$ cat config.mk
export PLATFORM = sky130hd
export DESIGN_NAME = deploy_scheduler
export DESIGN_NICKNAME = d
export VERILOG_FILES = /design/src/rtl/deploy_scheduler.sv
export SDC_FILE = /design/constraint.sdc
export NUM_CORES = 1
export LEC_CHECK = 0
export CAP_MARGIN = 20
export CELL_PAD_IN_SITES_DETAIL_PLACEMENT = 0
export CELL_PAD_IN_SITES_GLOBAL_PLACEMENT = 1
export CORE_UTILIZATION = 38
export CTS_BUF_LIST = sky130_fd_sc_hd__clkbuf_8 sky130_fd_sc_hd__clkbuf_16
export DETAILED_ROUTE_END_ITERATION = 8
export PLACE_DENSITY = 0.87
export SYNTH_ARGS = -nofsm -noshare
export SYNTH_HDL_FRONTEND = slang
export SYNTH_SLANG_ARGS = --single-unit
$ cat constraint.sdc
create_clock -name vga_clk -period 4.5 [get_ports vga_clk]
set_clock_uncertainty 0.15 [all_clocks]
set_input_delay 0.9 -clock vga_clk [delete_from_list [all_inputs] [get_ports vga_clk]]
set_output_delay 0.9 -clock vga_clk [all_outputs]
set_load 0.05 [all_outputs]
$ cat src/rtl/deploy_scheduler.sv
`default_nettype none
// +----------------------------------------------------------------------------+
// | Module : deploy_scheduler                                                  |
// | Brief  : Card-hand deployment sequencer. Arms a card on keypress, deploys  |
// |          it on an in-field mouse click when enough elixir is held, and     |
// |          recycles dead units back to the hand. Elixir regenerates once per |
// |          REGEN_FRAMES vsync frames.                                        |
// | Rev    : 1.0 - initial release                                             |
// +----------------------------------------------------------------------------+
module deploy_scheduler #(
  parameter int                   N_UNITS      = 5,
  parameter logic [4*N_UNITS-1:0] COST         = {4'd3, 4'd3, 4'd3, 4'd3, 4'd4},
  parameter int                   MAX_ELIXIR   = 10,
  parameter int                   START_ELIXIR = 5,
  parameter int                   REGEN_FRAMES = 60,
  parameter int                   FIELD_XMIN   = 16,
  parameter int                   FIELD_XMAX   = 520,
  parameter int                   FIELD_YMIN   = 32,
  parameter int                   FIELD_YMAX   = 447
) (
  input  logic               vga_clk,
  input  logic               reset,
  input  logic               vsync,
  input  logic [N_UNITS-1:0] card_key,
  input  logic               cancel,
  input  logic               mouse_click,
  input  logic [9:0]         MouseX,
  input  logic [9:0]         MouseY,
  input  logic [N_UNITS-1:0] infield,
  output logic [N_UNITS-1:0] instate,
  output logic [N_UNITS-1:0] deploy,
  output logic [N_UNITS-1:0] idle,
  output logic [3:0]         elixir,
  output logic [2:0]         sel,
  output logic               busy
);

  localparam int             FC_W      = (REGEN_FRAMES > 1) ? $clog2(REGEN_FRAMES) : 1;
  localparam logic [FC_W-1:0] C_FC_LAST = FC_W'(REGEN_FRAMES - 1);
  localparam logic [4:0]     C_MAX5    = 5'(MAX_ELIXIR);
  localparam logic [3:0]     C_START   = 4'(START_ELIXIR);
  localparam logic [9:0]     C_XMIN    = 10'(FIELD_XMIN);
  localparam logic [9:0]     C_XMAX    = 10'(FIELD_XMAX);
  localparam logic [9:0]     C_YMIN    = 10'(FIELD_YMIN);
  localparam logic [9:0]     C_YMAX    = 10'(FIELD_YMAX);

  // RELEASE keeps deploy asserted for the cycle after the frame tick so the
  // sprite unit samples a stable request on its own vsync rising edge.
  typedef enum logic [1:0] {
    S_IDLE    = 2'd0,
    S_ARMED   = 2'd1,
    S_DEPLOY  = 2'd2,
    S_RELEASE = 2'd3
  } state_t;

  state_t               state_q, state_d;
  logic [2:0]           sel_q, sel_d;
  logic [N_UNITS-1:0]   instate_q, instate_d;
  logic [N_UNITS-1:0]   deploy_q, deploy_d;
  logic                 busy_q, busy_d;
  logic [3:0]           elixir_q, elixir_d;
  logic [FC_W-1:0]      frame_cnt_q, frame_cnt_d;
  logic [N_UNITS-1:0]   avail_q, avail_d;
  logic [N_UNITS-1:0]   seen_q, seen_d;
  logic [N_UNITS-1:0]   idle_pend_q, idle_pend_d;
  logic [N_UNITS-1:0]   idle_rel_q, idle_rel_d;
  logic                 vsync_q, click_q;

  logic                 frame_tick, click, in_field, charge, wrap, regen_inc;
  logic [N_UNITS-1:0]   eligible, sel_onehot;
  logic [2:0]           pick;
  logic [3:0]           cost_a [N_UNITS];
  logic [3:0]           cost_sel;
  logic [4:0]           elixir_sum;

  assign frame_tick = vsync & ~vsync_q;
  assign click      = mouse_click & ~click_q;
  assign in_field   = (MouseX >= C_XMIN) && (MouseX <= C_XMAX) &&
                      (MouseY >= C_YMIN) && (MouseY <= C_YMAX);
  assign cost_sel   = cost_a[sel_q];

  generate
    for (genvar gi = 0; gi < N_UNITS; gi++) begin : g_unit
      assign cost_a[gi]   = COST[4*gi +: 4];
      assign eligible[gi] = card_key[gi] & avail_q[gi] & (elixir_q >= COST[4*gi +: 4]);
    end
  endgenerate

  // Lowest-index eligible card wins.
  always_comb begin
    pick = 3'd0;
    for (int i = N_UNITS - 1; i >= 0; i--) begin
      if (eligible[i]) pick = 3'(i);
    end
  end

  // Card FSM: next state, selection and deploy charge strobe.
  always_comb begin
    state_d = state_q;
    sel_d   = sel_q;
    charge  = 1'b0;
    case (state_q)
      S_IDLE: begin
        sel_d = 3'd0;
        if (|eligible) begin
          state_d = S_ARMED;
          sel_d   = pick;
        end
      end
      S_ARMED: begin
        if (cancel) begin
          state_d = S_IDLE;
          sel_d   = 3'd0;
        end else if (click && in_field && (elixir_q >= cost_sel)) begin
          state_d = S_DEPLOY;
          charge  = 1'b1;
        end else if ((|eligible) && (pick != sel_q)) begin
          sel_d = pick;
        end
      end
      S_DEPLOY: begin
        if (frame_tick) state_d = S_RELEASE;
      end
      S_RELEASE: begin
        state_d = S_IDLE;
        sel_d   = 3'd0;
      end
      default: begin
        state_d = S_IDLE;
        sel_d   = 3'd0;
      end
    endcase
  end

  // Registered per-unit controls follow the next state.
  always_comb begin
    sel_onehot        = '0;
    sel_onehot[sel_d] = 1'b1;
    instate_d = (state_d == S_ARMED) ? sel_onehot : '0;
    deploy_d  = ((state_d == S_DEPLOY) || (state_d == S_RELEASE)) ? sel_onehot : '0;
    busy_d    = (state_d != S_IDLE);
  end

  // Unit lifecycle: observe on field, detect death, hold idle across a frame.
  always_comb begin
    avail_d     = avail_q;
    seen_d      = seen_q;
    idle_pend_d = idle_pend_q;
    idle_rel_d  = idle_rel_q;
    for (int i = 0; i < N_UNITS; i++) begin
      if (idle_rel_q[i]) begin
        idle_pend_d[i] = 1'b0;
        idle_rel_d[i]  = 1'b0;
        avail_d[i]     = 1'b1;
      end else if (idle_pend_q[i] && frame_tick) begin
        idle_rel_d[i] = 1'b1;
      end
      if (seen_q[i] && !infield[i]) begin
        seen_d[i]      = 1'b0;
        idle_pend_d[i] = 1'b1;
      end else if (infield[i] && !avail_q[i] && !idle_pend_q[i]) begin
        seen_d[i] = 1'b1;
      end
    end
    // A fresh deploy always takes the card out of the hand.
    if (charge) avail_d[sel_q] = 1'b0;
  end

  // Elixir regeneration and deploy charge; a regen landing with a charge is
  // always credited, then the result saturates at MAX_ELIXIR.
  always_comb begin
    wrap        = frame_tick && (frame_cnt_q == C_FC_LAST);
    frame_cnt_d = frame_cnt_q;
    if (frame_tick) frame_cnt_d = wrap ? '0 : frame_cnt_q + 1'b1;
    regen_inc   = wrap && (charge || ({1'b0, elixir_q} < C_MAX5));
    elixir_sum  = {1'b0, elixir_q} + {4'b0, regen_inc} - (charge ? {1'b0, cost_sel} : 5'd0);
    elixir_d    = (elixir_sum > C_MAX5) ? C_MAX5[3:0] : elixir_sum[3:0];
  end

  // State and output registers.
  always_ff @(posedge vga_clk or negedge reset) begin
    if (!reset) begin
      state_q     <= S_IDLE;
      sel_q       <= 3'd0;
      instate_q   <= '0;
      deploy_q    <= '0;
      busy_q      <= 1'b0;
      elixir_q    <= C_START;
      frame_cnt_q <= '0;
      avail_q     <= '1;
      seen_q      <= '0;
      idle_pend_q <= '1;
      idle_rel_q  <= '0;
      vsync_q     <= 1'b0;
      click_q     <= 1'b0;
    end else begin
      state_q     <= state_d;
      sel_q       <= sel_d;
      instate_q   <= instate_d;
      deploy_q    <= deploy_d;
      busy_q      <= busy_d;
      elixir_q    <= elixir_d;
      frame_cnt_q <= frame_cnt_d;
      avail_q     <= avail_d;
      seen_q      <= seen_d;
      idle_pend_q <= idle_pend_d;
      idle_rel_q  <= idle_rel_d;
      vsync_q     <= vsync;
      click_q     <= mouse_click;
    end
  end

  assign instate = instate_q;
  assign deploy  = deploy_q;
  assign idle    = idle_pend_q;
  assign elixir  = elixir_q;
  assign sel     = sel_q;
  assign busy    = busy_q;

endmodule
`default_nettype wire

Yosys cells after proc, flatten, opt, wreduce, memory -nomap -nowiden
Memories as Yosys holds them, arrays and structs flattened.
Index checks and enable logic that the tools add are counted.
Widths: inputs -> output; s select.
{"block": "totals", "mem_count": 1, "rom_bits": 32, "ff_bits": 48}
{"block": "op_classes", "n_lt_le_gt_ge": 14, "addsub": 3, "eq_ne": 8, "n_mux": 65, "n_reduce_logical": 60, "n_bitwise": 17}
{"name": "(name not given)", "depth": 8, "word_bits": 4, "rd": 1, "rd_clocked_by_memory_dff": 0, "wr": 0, "line_no": "80", "source": "assign cost_sel = cost_a[sel_q];"}
{"op": "$mux 1", "n": 40}
{"op": "$logic_and 1x1->1", "n": 30}
{"op": "$mux 3", "n": 9}
{"op": "$reduce_bool 2->1", "n": 11}
{"op": "$mux 4", "n": 4}
{"op": "$logic_not 1->1", "n": 15}
{"op": "$mux 5", "n": 3}
{"op": "$and 1x1->1", "n": 12}
{"op": "$ge 10x5->1 const B", "n": 1}
{"op": "$ge 10x6->1 const B", "n": 1}
{"op": "$le 10x10->1 const B", "n": 1}
{"op": "$le 10x9->1 const B", "n": 1}
{"op": "$pmux 3 s3", "n": 1}
{"op": "$eq 2x2->1 const B", "n": 4}
{"op": "$lt 3x4->1 const B", "n": 2}
{"op": "$mux 2", "n": 4}
{"op": "$pmux 2 s4", "n": 1}
{"op": "$add 6x1->6 const B", "n": 1}
{"op": "$demux 1 s3", "n": 2}
{"op": "$eq 6x6->1 const B", "n": 1}
{"op": "$ge 3x1->1 const B", "n": 2}
{"op": "$mux 6", "n": 1}
{"op": "$add 4x1->5", "n": 1}
{"op": "$and 5x5->5", "n": 1}
{"op": "other kinds (15)", "n": 18}

Longest topological paths before layout
{"block": "depth", "ltp_word": 18, "mapped_depth": 21}

Worst setup path before layout
No wires, ideal clock.
{"block": "synth_timing", "path_kind": "register -> register", "from": "reg sel_q[2], in the netlist sel[2]", "to": "reg elixir_q[2], in the netlist elixir[2]", "t_required_ns": 4.282, "synth_period_minus_slack_ns": 4.203, "path_buffers": 1, "stages_incl_launch_ff": 20, "arrival_ns": 3.984, "path_slack_ns": 0.297, "cell_sequence": "dfrtp_1 clkbuf_1 or3_1 ha_1 o21ai_0 o21ai_0 o2111ai_4 nor2_1 o21ai_0 ha_1 inv_1 ha_1 inv_1 fa_1 inv_1 a21o_1 a21oi_1 xnor2_1 nor2b_1 nor2b_1"}
{"block": "synth_between", "elab_chain_len": 15, "elab_cells_between_ends": 16, "classes_between": "add/sub (2); order compare (2); mux (7); bitwise (1); reduce/logical (3); memory (1)"}
{"element": "start, declared", "line_no": "57", "source": "logic [2:0] sel_q, sel_d;"}
{"element": "start signal, assigned", "line_no": "198", "source": "sel_q <= sel_d;"}
{"element": "$not 3->4 (implied by the code) *", "line_no": "80"}
{"element": "$mem_v2 8x4 *"}
{"element": "$mux 4 (implied by the code) * (2 in series)", "line_no": "80"}
{"element": "$ge 4x4->1", "line_no": "114", "source": "end else if (click && in_field && (elixir_q >= cost_sel)) begin"}
{"element": "$logic_and 1x1->1", "line_no": "114"}
{"element": "$mux 1", "line_no": "114"}
{"element": "$mux 1", "line_no": "111", "source": "if (cancel) begin"}
{"element": "$mux 1", "line_no": "102", "source": "case (state_q)"}
{"element": "$logic_or 1x1->1", "line_no": "175", "source": "regen_inc = wrap && (charge || ({1'b0, elixir_q} < C_MAX5));"}
{"element": "$logic_and 1x1->1", "line_no": "175"}
{"element": "$add 4x1->5", "line_no": "176", "source": "elixir_sum = {1'b0, elixir_q} + {4'b0, regen_inc} - (charge ? {1'b0, cost_sel} : 5'd0);"}
{"element": "$sub 5x4->5 *", "line_no": "176"}
{"element": "$gt 5x4->1", "line_no": "177", "source": "elixir_d = (elixir_sum > C_MAX5) ? C_MAX5[3:0] : elixir_sum[3:0];"}
{"element": "$mux 4 *", "line_no": "177"}
{"element": "via elixir_d[2]", "line_no": "61", "source": "logic [3:0] elixir_q, elixir_d;"}
{"element": "end signal, assigned", "line_no": "202", "source": "elixir_q <= elixir_d;"}
{"element": "end, declared", "line_no": "61"}
The timed path passes the listed nets; every way through them passes the cells marked *. The select of a mux whose other input is x is not followed.
A chain may end at the register's enable or synchronous reset.

Worst setup path after layout
Ends and elaborated chain as after synthesis.

==> summary by stage <==
Status
The run finished with clean final reports.

Timing
Setup repair after global routing left no endpoint under its margin. The final-layout worst hold slack is 0.348 ns. The count of endpoints failing hold in the final timing report is 0.

The sum of negative setup slack is 0 ns. Timing would allow up to approximately 250 MHz. The worst pin sits at a relative slew slack of 0.499. Of the available clock period, the critical path in the final layout requires 0.880.

The post-layout worst setup margin is around 0.54 ns. The minimum clock period after layout is approximately 4.0 ns. The slew at the pin closest to its max-slew limit is between 0.7 and 0.8 ns.

Setup violations remaining at the end of the flow were counted as 0. The final max-slew violation count was 0.

Finish
After routing the design area is between 0.003 and 0.004 mm2. The fraction of final layout cells sized beyond drive strength 1 is 0.150. The register area is between 0.001 and 0.0015 mm2. The layout has 588 filler cells.

The antenna diode count is 0. The leading cell type in the layout, fill and taps excluded is clkdlybuf4s50_1. The number of nets in the final layout is about 350. The final non-filler cell total is ~380. In the layout the commonest cells are clkdlybuf4s50_1, dfrtp_1, nor2_1. The layout overhead on the synthesized area is 30.9%.

Summing all multi-input logic gate instances after layout gives 0.00116 mm2.

Floorplanning
The number of primary I/O pins is between 50 and 60. For this configuration, the core starts out at a cell density of 0.393. In this run the vertical extent of the chip is ~83 um. The die covers around 0.007 mm2.

In this run the core area contains 29 standard-cell rows. The floorplan die width is 82.8 um. The core region area is about 0.0063 mm2.

Pwr
The share of total power dissipated in the clock network is 0.181. The net switching power of the design is 756 uW. Of the total power, combinational logic draws 0.470.

The internal power summed over all cells is ~1100 uW. For this design the ratio of total power to cell area is 563 mW/mm2. The worst supply voltage drop on vdd is between 200 and 300 uV. The switching portion of total power is 0.413. For this design the static power due to leakage is 0.00140 uW. Of the total power, registers draw 0.349.

Routing
The total wire length is around 5200 um. The remaining antenna violation count after routing is 0. In the routed layout, each cell is associated on average with a via count of between 5 and 6.

After detailed routing, the number of remaining DRC violations is 0. The detailed router finished its first iteration with around 130 violations. The pre-antenna-repair detailed-routing pass consisted of 4 iterations.

The count of vias placed by the detailed router is 1,950. The routed length per instance is 13.8 um.

CTS
TritonCTS built the clock tree. The H-tree generated during clock tree synthesis spans 2 levels. In this run the deepest clock path goes through 2 buffers. Post-CTS repair changed the size of 0 cells. The post-CTS repair timing setup buffer count is 0.

Counting every sink on the clock net gives 48. The number of buffers inserted by hold repair at cts is 0. The buffer type at the clock tree root is clkbuf_8. Clock-pin slew was measured on the worst setup and hold paths at approximately 0.10 ns. The number of buffers added by the clock tree synthesis step is 5. At the later pin of the worst-skew pair, clock insertion delay measures about 0.31 ns.

Synthesis
Yosys attributes the largest share of cell area to dfrtp_1, dfstp_2, ha_1. The library cell with the largest summed area after synthesis is dfrtp_1. For this run, the leading register cell type out of synthesis is dfrtp_1. The multiplexer area fraction after synthesis is 0. The area of the mapped netlist is between 0.002 and 0.0025 mm2. Yosys printed 0 warnings. The share of synthesized area occupied by flip-flops and latches is 0.490. The area share of and/or/nand/nor cells after synthesis is 0.219. When the netlist entered floorplanning its net count stood at 286. Yosys mapped the design onto 50 distinct sky130hd cell types. The main combinational cell family by area after synthesis is simple AND/OR/NAND/NOR gates. Of all flip-flops after synthesis, the portion carrying an async set or reset was 1.00. Of the post-synthesis cell area, the dominant cell type holds 0.363.

The compound-gate portion of the synthesized area is 0.165. The post-synthesis area per instance is between 10 and 15 um2. Of the total synthesized cell area, the portion taken by XOR and XNOR cells is 0.0212. The number of synthesized register bits is 48. Of the total synthesized cell area, the portion taken by full adders, half adders and majority gates is 0.0636.

The cell count after synthesis is around 240. The number of flops mapped to enable cells by yosys is 0.

Setup path
The arrival time at the worst endpoint is approximately 4.1 ns. Following the worst setup path forward leads to its endpoint at elixir[2]$_DFF_PN1_. STA classifies the critical path startpoint as a flop. STA puts the critical path data required time at about 4.6 ns. By startpoint and endpoint, the worst setup path is classified as reg -> reg. STA classifies the critical path endpoint as a flop. The worst register-to-register path has a setup slack of roughly 0.54 ns.

For the worst flop-to-flop path, the logic depth is 18. The end of the worst register-to-register path is elixir[2]$_DFF_PN1_. The critical path starts at sel[2]$_DFF_PN0_. The startpoint of the worst register-to-register path is sel[2]$_DFF_PN0_.

The biggest fanout along the worst timing path is 4.

GRT
The number of global-route vias before repair came to between 1,500 and 2,000. The initial antenna violation count is 0. The global-route usage over all layers is 0.164. The remaining global-route overflow is 0.

The maximum number of pins on one net before global-route repair is 49. The first-pass GRT wire length is 8420 um.

Place
The post-detailed-placement half-perimeter wirelength is around 3700 um. At the placement stage, the worst setup path has a slack of ~0.2 ns. The number of buffers added on ports is 52. After detailed placement, the total cell area comes to 0.00310 mm2. The final RePlAce weighted congestion is between 0.7 and 0.8. The number of placed instances, taps included, is ~370.

Run
The number of max-cap violations is 0.

Min path
The worst min-delay path class is reg -> reg.
## layer usage
metal	global-route usage	part of all wire	vias up
li1	-	-	964
met1	0.208	0.46	924
met2	0.272	0.47	55
met3	0.0393	0.063	7
met4	0.0586	0.012	0
met5	0	0	-
## sequential cells by signal, indices dropped and copies added, names as in the netlist
register	count
avail_q	5
idle_rel_q	5
busy	1
idle	5
seen_q	5
state_q	2
instate	5
elixir	4
vsync_q	1
click_q	1
sel	3
frame_cnt_q	6
deploy	5
## per-stage QoR
step           utilization  power [uW]
3_5_place_dp         0.492        1500
4_1_cts              0.511        1840
5_1_grt              0.514        1950
2_1_floorplan            -        1260
6_report             0.514        1830
3_3_place_gp         0.492        1480
## final cells by class
class                           count  area share
Inverter                           16      0.0185
Multi-Input combinational cell    169       0.359
Tap cell                           77      0.0297
Clock inverter                      2      0.0120
Sequential cell                    48       0.375
Timing Repair Buffer               60       0.181
Clock buffer                        6      0.0254
## synthesized netlist by cell type, drive strengths merged, types with 3 or more instances
cell    number
a21o         5
a21oi        9
a31oi        5
and2         4
buf          4
dfrtp       36
dfstp       12
ha          11
inv         16
nand2       21
nand2b       9
nor2        22
nor2b        4
nor3        10
nor3b        7
o21a         7
o21ai       16
or3          3
xor2         4
## cell families after synthesis
kind of cell,count (synthesis)
fa+ha+maj,12
compound gates,56
simple gates,95
xor+xnor,6
flops,48
buf+inv,22
## worst min path at each step
stage / from / endpoint / slack, ns / depth (start not counted)
after floorplan: idle_rel_q[0]$_DFF_PN0_ / avail_q[0]$_DFF_PN1_ / 0.31 / 1
after global placement: idle_rel_q[0]$_DFF_PN0_ / avail_q[0]$_DFF_PN1_ / 0.32 / 1
after detailed placement: seen_q[2]$_DFFE_PN0P_ / seen_q[2]$_DFFE_PN0P_ / 0.33 / 1
after CTS: seen_q[2]$_DFFE_PN0P_ / seen_q[2]$_DFFE_PN0P_ / 0.35 / 1
after global routing: seen_q[2]$_DFFE_PN0P_ / seen_q[2]$_DFFE_PN0P_ / 0.36 / 1
final: seen_q[0]$_DFFE_PN0P_ / seen_q[0]$_DFFE_PN0P_ / 0.35 / 1
## power groups by stage
stage | logic [uW] | registers [uW] | clock network (uW)
6_report | 859 | 638 | 331
5_1_grt | 936 | 658 | 354
4_1_cts | 862 | 640 | 343
3_5_place_dp | 854 | 648 | 0
3_3_place_gp | 834 | 643 | 0
2_1_floorplan | 440 | 821 | 0
## worst max-delay path, cell delays in order (launching register included)
cell       delay, ns
dfrtp_1         0.40
or3_1           0.46
ha_1            0.31
o21ai_0         0.06
o21ai_0         0.27
o2111ai_4       0.16
nor2_1          0.20
o21ai_0         0.12
ha_1            0.28
inv_1           0.06
ha_1            0.15
inv_1           0.05
fa_1            0.37
inv_1           0.06
a21o_1          0.11
a21oi_1         0.08
xnor2_1         0.20
nor2b_1         0.23
nor2b_1         0.15
Note: power is estimated with default switching activity, not from simulation.
